### src/rtl/readout_queue.sv
// rtl/readout_queue.sv - readout entry queue with head-block readout/free handshake
// Define READOUT_QUEUE_DROP_COUNT_EN to add the saturating dropped_o write-drop counter.
module readout_queue #(
   parameter int DEPTH_BITS = 4,
   parameter int N_TRIGGERS = 3,
   localparam int TRIGGER_WIDTH = N_TRIGGERS + 1,
   localparam int W = 15 + 9 + TRIGGER_WIDTH
) (
   input  logic                  clk,
   input  logic                  reset_n,
   input  logic                  wea_i,
   input  logic [W-1:0]          din_i,
   output logic                  event_valid_o,
   output logic [W-1:0]          event_o,
   input  logic                  event_start_i,
   input  logic                  event_complete_i,
   output logic                  readout_done_o,
   output logic [8:0]            free_address_o,
   input  logic                  readout_ack_i,
   output logic [DEPTH_BITS:0]   count_o,
   output logic                  full_o,
   output logic                  empty_o,
`ifdef READOUT_QUEUE_DROP_COUNT_EN
   output logic [7:0]            dropped_o,
`endif
   output logic                  overflow_o
);

   localparam int DEPTH = 1 << DEPTH_BITS;
   localparam logic [DEPTH_BITS:0] FULL_COUNT = {1'b1, {DEPTH_BITS{1'b0}}};

   typedef enum logic [1:0] {IDLE, BUSY, FREE_WAIT, POP} state_t;

   state_t                state_q, state_d;
   logic [DEPTH_BITS-1:0] wr_ptr_q, wr_ptr_d;
   logic [DEPTH_BITS-1:0] rd_ptr_q, rd_ptr_d;
   logic [DEPTH_BITS:0]   count_q, count_d;
   logic                  overflow_q, overflow_d;
   logic                  done_q, done_d;
   logic [W-1:0]          mem_q [DEPTH];
   logic                  pop, wr_en, full, empty;

   assign full  = (count_q == FULL_COUNT);
   assign empty = (count_q == '0);

   always_comb begin
      state_d    = state_q;
      done_d     = 1'b0;
      pop        = 1'b0;
      wr_ptr_d   = wr_ptr_q;
      rd_ptr_d   = rd_ptr_q;
      count_d    = count_q;
      overflow_d = overflow_q;

      case (state_q)
         IDLE:      if (event_start_i && !empty) state_d = BUSY;
         BUSY:      if (event_complete_i) begin
                       state_d = FREE_WAIT;
                       done_d  = 1'b1;
                    end
         FREE_WAIT: if (readout_ack_i) state_d = POP;
         POP:       begin
                       pop     = 1'b1;
                       state_d = IDLE;
                    end
         default:   state_d = IDLE;
      endcase

      // A pop in the same cycle frees the slot, so a full queue can still take a write.
      wr_en = wea_i && (!full || pop);
      if (wea_i && !wr_en) overflow_d = 1'b1;
      if (wr_en) wr_ptr_d = wr_ptr_q + 1'b1;
      if (pop)   rd_ptr_d = rd_ptr_q + 1'b1;
      if (wr_en && !pop)      count_d = count_q + 1'b1;
      else if (!wr_en && pop) count_d = count_q - 1'b1;
   end

   always_ff @(posedge clk or negedge reset_n) begin
      if (!reset_n) begin
         state_q    <= IDLE;
         wr_ptr_q   <= '0;
         rd_ptr_q   <= '0;
         count_q    <= '0;
         overflow_q <= 1'b0;
         done_q     <= 1'b0;
      end else begin
         state_q    <= state_d;
         wr_ptr_q   <= wr_ptr_d;
         rd_ptr_q   <= rd_ptr_d;
         count_q    <= count_d;
         overflow_q <= overflow_d;
         done_q     <= done_d;
      end
   end

   // Entry storage is deliberately left out of reset.
   always_ff @(posedge clk) begin
      if (wr_en) mem_q[wr_ptr_q] <= din_i;
   end

`ifdef READOUT_QUEUE_DROP_COUNT_EN
   logic [7:0] dropped_q, dropped_d;

   always_comb begin
      dropped_d = dropped_q;
      if (wea_i && !wr_en && dropped_q != 8'hFF) dropped_d = dropped_q + 8'd1;
   end

   always_ff @(posedge clk or negedge reset_n) begin
      if (!reset_n) dropped_q <= '0;
      else          dropped_q <= dropped_d;
   end

   assign dropped_o = dropped_q;
`endif

   assign event_valid_o  = (state_q == IDLE) && !empty;
   assign event_o        = mem_q[rd_ptr_q];
   assign free_address_o = event_o[8:0];
   assign readout_done_o = done_q;
   assign count_o        = count_q;
   assign full_o         = full;
   assign empty_o        = empty;
   assign overflow_o     = overflow_q;

endmodule

### config.mk
export PLATFORM = sky130hd
export DESIGN_NAME = readout_queue
export DESIGN_NICKNAME = d
export VERILOG_FILES = /design/src/rtl/readout_queue.sv
export SDC_FILE = /design/constraint.sdc
export NUM_CORES = 1
export LEC_CHECK = 0
export ABC_AREA = 1
export BUFFER_PORTS_ARGS = -buffer_cell sky130_fd_sc_hd__buf_4
export CORE_MARGIN = 2
export CORE_UTILIZATION = 62
export DETAILED_ROUTE_END_ITERATION = 8
export PLACE_DENSITY_LB_ADDON = 0.2
export SYNTH_ARGS = -nofsm -noshare
export SYNTH_HDL_FRONTEND = slang
export SYNTH_SLANG_ARGS = --single-unit
### constraint.sdc
create_clock -name clk -period 4.62 [get_ports clk]
set_input_delay 0 -clock clk [delete_from_list [all_inputs] [get_ports clk]]
set_output_delay 0 -clock clk [all_outputs]
set_load 0.01 [all_outputs]
==> flow_summary.json, run 1 <==
{
  "outcome": "complete, no violations",
  "crit_fanout": 22,
  "yosysWarnings": 0,
  "drive_gt1_share_pct": 10.3,
  "fin_crit_sh_pct": 71.1,
  "ys_seq_area_share_pct": 68.2,
  "grt_pass1_wl_um": 71800,
  "maxCapViolations": 0,
  "hpwl_um": 24100,
  "path_cells": "ha_1 > inv_1 > nand4_1 > nand2_1 > inv_1 > ha_1 > inv_1 > ha_1 > a21oi_1 > nand2_1 > o21ai_0 > nand2_1 > nand2_1 > nand2_1",
  "min_path_type": "input port to register",
  "p_int_uw": 9320,
  "critical_path_buf_inv_count": 3,
  "crit_required_ps": 5050,
  "wire_per_inst_um": 18.2,
  "slew_headroom_pct": 16.9,
  "cts_buffers": 47,
  "dieArea_um2": 34300,
  "peakVddDrop_mv": 0.803,
  "synth_nets": 2005,
  "cp-end-kind": "register",
  "synth-seq-cells": 465,
  "start_util_pct": 62.7,
  "vias": 13795,
  "path_common_cell": "nand2_1",
  "r2r_start": "state_q[0]",
  "yosysUniqueCellTypes": 23,
  "cts_tree": "done",
  "cts_buffer_depth": 3,
  "crit_path_max_incr_delay_ps": 770,
  "n_antenna_cell": 0,
  "die_h_um": 185,
  "routed_wl_um": 46100,
  "viasPerCell": 5.45,
  "min-delay-start": "event_complete_i",
  "switching_share_pct": 35.5,
  "fin_util_pct": 72.0,
  "power_uw": 14500,
  "grt.total_usage_pct": 27.5,
  "tns_ps": 0,
  "p_switching_uw": 5130,
  "tightestPinTransition_ps": 1250,
  "clock_skew_ps": 9.42,
  "syn_inst": 1957,
  "synthToLayoutAreaGrowth_pct": 14.8,
  "antenna_left": 0,
  "syn_avg_cell_area_um2": 10.4,
  "antenna_found_initial": 0,
  "root_buffer": "clkbuf_16",
  "arrival_ps": 3720,
  "routabilityCongestion": 0.820,
  "cp_top_family": "simple AND/OR/NAND/NOR gates",
  "first_pass_iters": 6,
  "htree_num_levels": 2,
  "p_leak_uw": 0.0101,
  "worstSetupPathType": "register to register",
  "coreArea_um2": 32500,
  "cts.sinks": 465,
  "drtIter0Drc": 1535,
  "power_density_nw_per_um2": 619,
  "report.final.slew_viol_count": 0,
  "critPathSlowestCell": "nand2_1",
  "p_seq_share_pct": 36.7,
  "p_comb_share_pct": 34.7,
  "cts.clk_slew.worst_paths_ps": 60,
  "critPathLaunch": "state_q[0]",
  "finalHoldViolations": 0,
  "setup_viol": 0,
  "clock_latency_ps": 550,
  "grt_start_max_net_pins": 228,
  "rows": 66,
  "netlist_area_um2": 20300,
  "critPathLaunchType": "register",
  "max_freq_mhz": 304,
  "io_pins": 81,
  "cts_setup_buffers": 0,
  "grt_pass1_vias": 13631,
  "port_buffers": 80,
  "clkPwrFrac_pct": 28.5,
  "die_w_um": 185,
  "rsz0062_at_grt": "no",
  "drc_errors": 0,
  "nets": 2099,
  "period_needed_ps": 3290,
  "grt_remaining_overflow": 0
}
==> flip-flops by register name, summed over array words and instances, names as in the netlist <==
signal          count
rd_ptr_q            4
wr_ptr_q            4
readout_done_o      1
overflow_o          1
count_o             5
mem_q             448
state_q             2
==> routing by layer <==
layer  wire (um)  GRT usage, %  vias to the layer above
met5           0             0                        -
met4        1280          9.56                        0
met2       22200          45.5                      625
met1       19000          37.7                     6559
li1            -             -                     6501
met3        3680          3.93                      110
==> final timing paths <==
kind                             endpoint  slack [ps]  cells after the start
max                            count_o[4]        1330                     14
min                        readout_done_o         210                      4
max reg2reg                    count_o[4]        1330                     14
min reg2reg                    overflow_o         490                      1
max in group asynchronous     rd_ptr_q[0]        3400                      3
min in group asynchronous  readout_done_o         630                      3
==> power groups by stage <==
stage               logic (uW)  registers (uW)  clock network [uW]
finish                    5020            5310                4120
global route              5540            5340                4320
CTS                       5010            5300                4150
detailed placement        4930            5380                   0
global placement          4810            5370                   0
floorplan                 3450            5300                   0
==> worst min-delay path, delay by kind of cell <==
kind                   cells  cell delay, ps
and+or+nand+nor            1              50
buffers and inverters      3             680
==> synth_stat cells <==
master	count	area, um^2
nand2_1	623	2340
edfxtp_1	448	13500
inv_1	360	1350
nand3_1	344	1720
buf_2	49	245
clkbuf_1	21	78.8
buf_4	20	150
dfrtp_1	17	425
nor3_1	16	80.1
ha_1	13	163
buf_6	11	124
nor2_1	9	33.8
xor2_1	5	43.8
a21oi_1	4	20.0
o21ai_0	4	20.0
buf_1	3	11.3
inv_2	2	7.51
nand4_1	2	12.5
xnor2_1	2	17.5
a31o_2	1	8.76
fa_1	1	20.0
o22ai_1	1	6.26
or2_2	1	6.26
==> metrics by stage <==
stage / instances / hold WS [ps] / instance area (um^2) / worst slack, ps
after global placement: 2408 / -122 / 21300 / 1510
after CTS: 2531 / 200 / 23400 / 1390
after floorplan: 1957 / -296 / 20300 / 1180
after global routing: 2531 / 228 / 23400 / 958
final: 2531 / 210 / 23400 / 1330
after detailed placement: 2408 / -117 / 21300 / 1410
==> area by class of cell <==
class                           count  area (um^2)
Clock inverter                     29          412
Inverter                          362         1370
Timing Repair Buffer              149         1270
Multi-Input combinational cell   1026         4570
Sequential cell                   465        13900
Fill cell                        2181         9100
Clock buffer                       58         1290
Tap cell                          442          553
==> placed cells by master (no fill, tap or decap) <==
master         instances
a31o_2                 1
buf_4                108
dfrtp_1               14
buf_12                 5
o22ai_1                1
clkbuf_1               6
nor2_1                 9
clkinvlp_4             3
ha_1                  13
clkinv_1               2
or2_2                  1
dfrtp_4                2
edfxtp_1             448
xnor2_1                2
nor3_2                16
clkbuf_16             49
fa_1                   1
bufinv_16             10
inv_6                  2
dfrtp_2                1
inv_1                359
clkinv_2              11
o21ai_0                4
nand3_1              344
clkbuf_8               3
a21oi_1                4
nand4_1                2
nand2_1              623
clkinv_4               2
inv_2                  1
inv_4                  1
dlygate4sd3_1         36
xor2_1                 5
==> cell families (layout without fill, tap and decap cells) <==
group,after synthesis,after routing,share of synthesized area (%)
fa+ha+maj,14,14,0.898
flops,465,465,68.2
buf+inv,466,598,9.68
xor+xnor,7,7,0.301
simple gates,995,995,20.6
compound gates,10,10,0.271
==> what timing repair did <==
action	in CTS	in global routing
endpoints found under the hold margin	469	0
gates resized for setup	0	0
hold buffers	36	0
endpoints found under the setup margin	0	0
No activity file was read; power rests on OpenSTA's default activity.
==> run 2: changes to the inputs <==
- clock period: 4.62 -> 3.1 ns (I/O delays scaled with it)
==> run 2 against run 1 <==
Net effect: combinational power increased by 53%; via count up 0.13%; global-route usage shrank 0.14 points; cell count is 0.43% higher; count of clock-buffer cells in the layout up 5; first-iteration DRC count down 0.26%; critical endpoint is now event_o[15]; clock skew up 14 ps; wire length shrank 0.78%; sequential power increased by 47%.
==> flow_summary.json, run 2 (same netlist as run 1, synthesis figures left out) <==
{
  "outcome": "complete, no violations",
  "start_util_pct": 62.7,
  "drc_errors": 0,
  "timing.reg2reg.worst_path_depth": 14,
  "io_pins": 81,
  "tns_ps": 0,
  "p_leak_uw": 0.0101,
  "hpwl_um": 24900,
  "critPathLaunchType": "register",
  "cts_setup_buffers": 0,
  "grt_pass1_wl_um": 71500,
  "period_needed_ps": 2720,
  "routabilityCongestion": 0.818,
  "finalHoldViolations": 0,
  "grt_pass1_vias": 13671,
  "setup_viol": 0,
  "antenna_left": 0,
  "cts_buffers": 47,
  "cts_tree": "done",
  "grt_remaining_overflow": 0,
  "layout_commonest_cell": "nand2_1",
  "vias": 13813,
  "drtIter0Drc": 1531,
  "min-delay-start": "event_complete_i",
  "holdWs_ps": 209,
  "dpl_cell_area_um2": 21400,
  "max_freq_mhz": 367,
  "synthToLayoutAreaGrowth_pct": 14.0,
  "rows": 66,
  "cts.clk_slew.worst_paths_ps": 60,
  "clock_latency_ps": 550,
  "clock_skew_ps": 23.0,
  "min_to": "readout_done_o",
  "slew_headroom_pct": 24.6,
  "wire_per_inst_um": 18.0,
  "power_uw": 20800,
  "r2r_start": "state_q[0]",
  "fin_area_um2": 23200,
  "nets": 2109,
  "min_path_type": "input port to register",
  "die_w_um": 185,
  "worstSetupPathType": "register to primary output",
  "coreArea_um2": 32500,
  "drive_gt1_share_pct": 10.1,
  "viasPerCell": 5.43,
  "htree_num_levels": 2,
  "timing.rr.end": "count_o[4]",
  "fin_util_pct": 71.5,
  "routed_wl_um": 45800,
  "tightestPinTransition_ps": 1130,
  "cp-end-kind": "primary output",
  "crit_fanout": 227,
  "crit_required_ps": 3100,
  "die_h_um": 185,
  "first_pass_iters": 6,
  "arrival_ps": 2720,
  "hold_depth": 4,
  "top_register": "mem_q",
  "maxCapViolations": 0,
  "power_density_nw_per_um2": 897,
  "ff2ff_setup_slack_ps": 750,
  "port_buffers": 80,
  "peakVddDrop_mv": 1.00,
  "root_buffer": "clkbuf_16",
  "rsz0062_at_grt": "no",
  "final_cell_mix": "nand2_1, edfxtp_1, inv_1",
  "fin_crit_sh_pct": 87.8,
  "antenna_found_initial": 1,
  "cts.sinks": 465,
  "grt_start_max_net_pins": 228,
  "report.final.slew_viol_count": 0,
  "cts_buffer_depth": 3,
  "largest_register_ffs": 448,
  "dieArea_um2": 34300,
  "grt.total_usage_pct": 27.3
}
==> run 2: cell count changes in the layout (fill, tap and decap cells not counted), sizes merged <==
cell      previous run  this run
diode                0         1
clkinv              15        21
buf                113       123
inv                363       362
bufinv              10         2
clkinvlp             3         1
clkbuf              58        63
==> run 2: how the worst max path moves through the flow <==
stage / startpoint / endpoint / slack, ps / depth (start not counted)
after global placement: state_q[0] / count_o[4] / 790 / 14
after CTS: rd_ptr_q[0] / free_address_o[5] / 480 / 9
final: rd_ptr_q[0] / event_o[15] / 380 / 7
after detailed placement: state_q[0] / count_o[4] / 770 / 14
after floorplan: state_q[0] / mem_q[3][0] / -340 / 6
after global routing: rd_ptr_q[0] / event_o[15] / 300 / 7
==> run 2: metal layers <==
metal | track usage, % | routed length, um | vias up
met1 | 37.0 | 17900 | 6533
met5 | 0 | 0 | -
met3 | 3.54 | 4080 | 94
met2 | 46.4 | 22700 | 673
li1 | - | - | 6513
met4 | 8.98 | 1130 | 0
==> run 2: cell type report <==
type,count,area [um^2]
Timing Repair Buffer,159,1360
Tap cell,442,553
Antenna cell,1,2.50
Sequential cell,465,13900
Inverter,362,1370
Clock inverter,24,161
Multi-Input combinational cell,1026,4570
Clock buffer,63,1290
Fill cell,2190,9260
==> run 2: per-stage QoR <==
step           cells  worst slack, ps
2_1_floorplan   1957             -336
3_3_place_gp    2418              787
3_5_place_dp    2418              769
4_1_cts         2541              476
5_1_grt         2541              297
6_report        2542              379
==> run 2: report_power, final <==
part           leakage [uW]  internal, uW  switching (uW)
registers           0.00425          7570             231
clock network      0.000716          3080            2260
logic               0.00511          2590            5070
==> run 2: repair_timing <==
action / in CTS / in global routing
hold buffers: 36 / 0
resized for setup: 0 / 0
setup endpoints to repair: 0 / 0
endpoints found under the hold margin: 471 / 0
==> run 2: critical path, cell delays in order (launching register included) <==
cell,delay [ps]
dfrtp_4,450
buf_12,620
nand2_1,160
nand3_1,130
nand3_1,90
nand3_1,120
nand2_1,150
buf_4,190
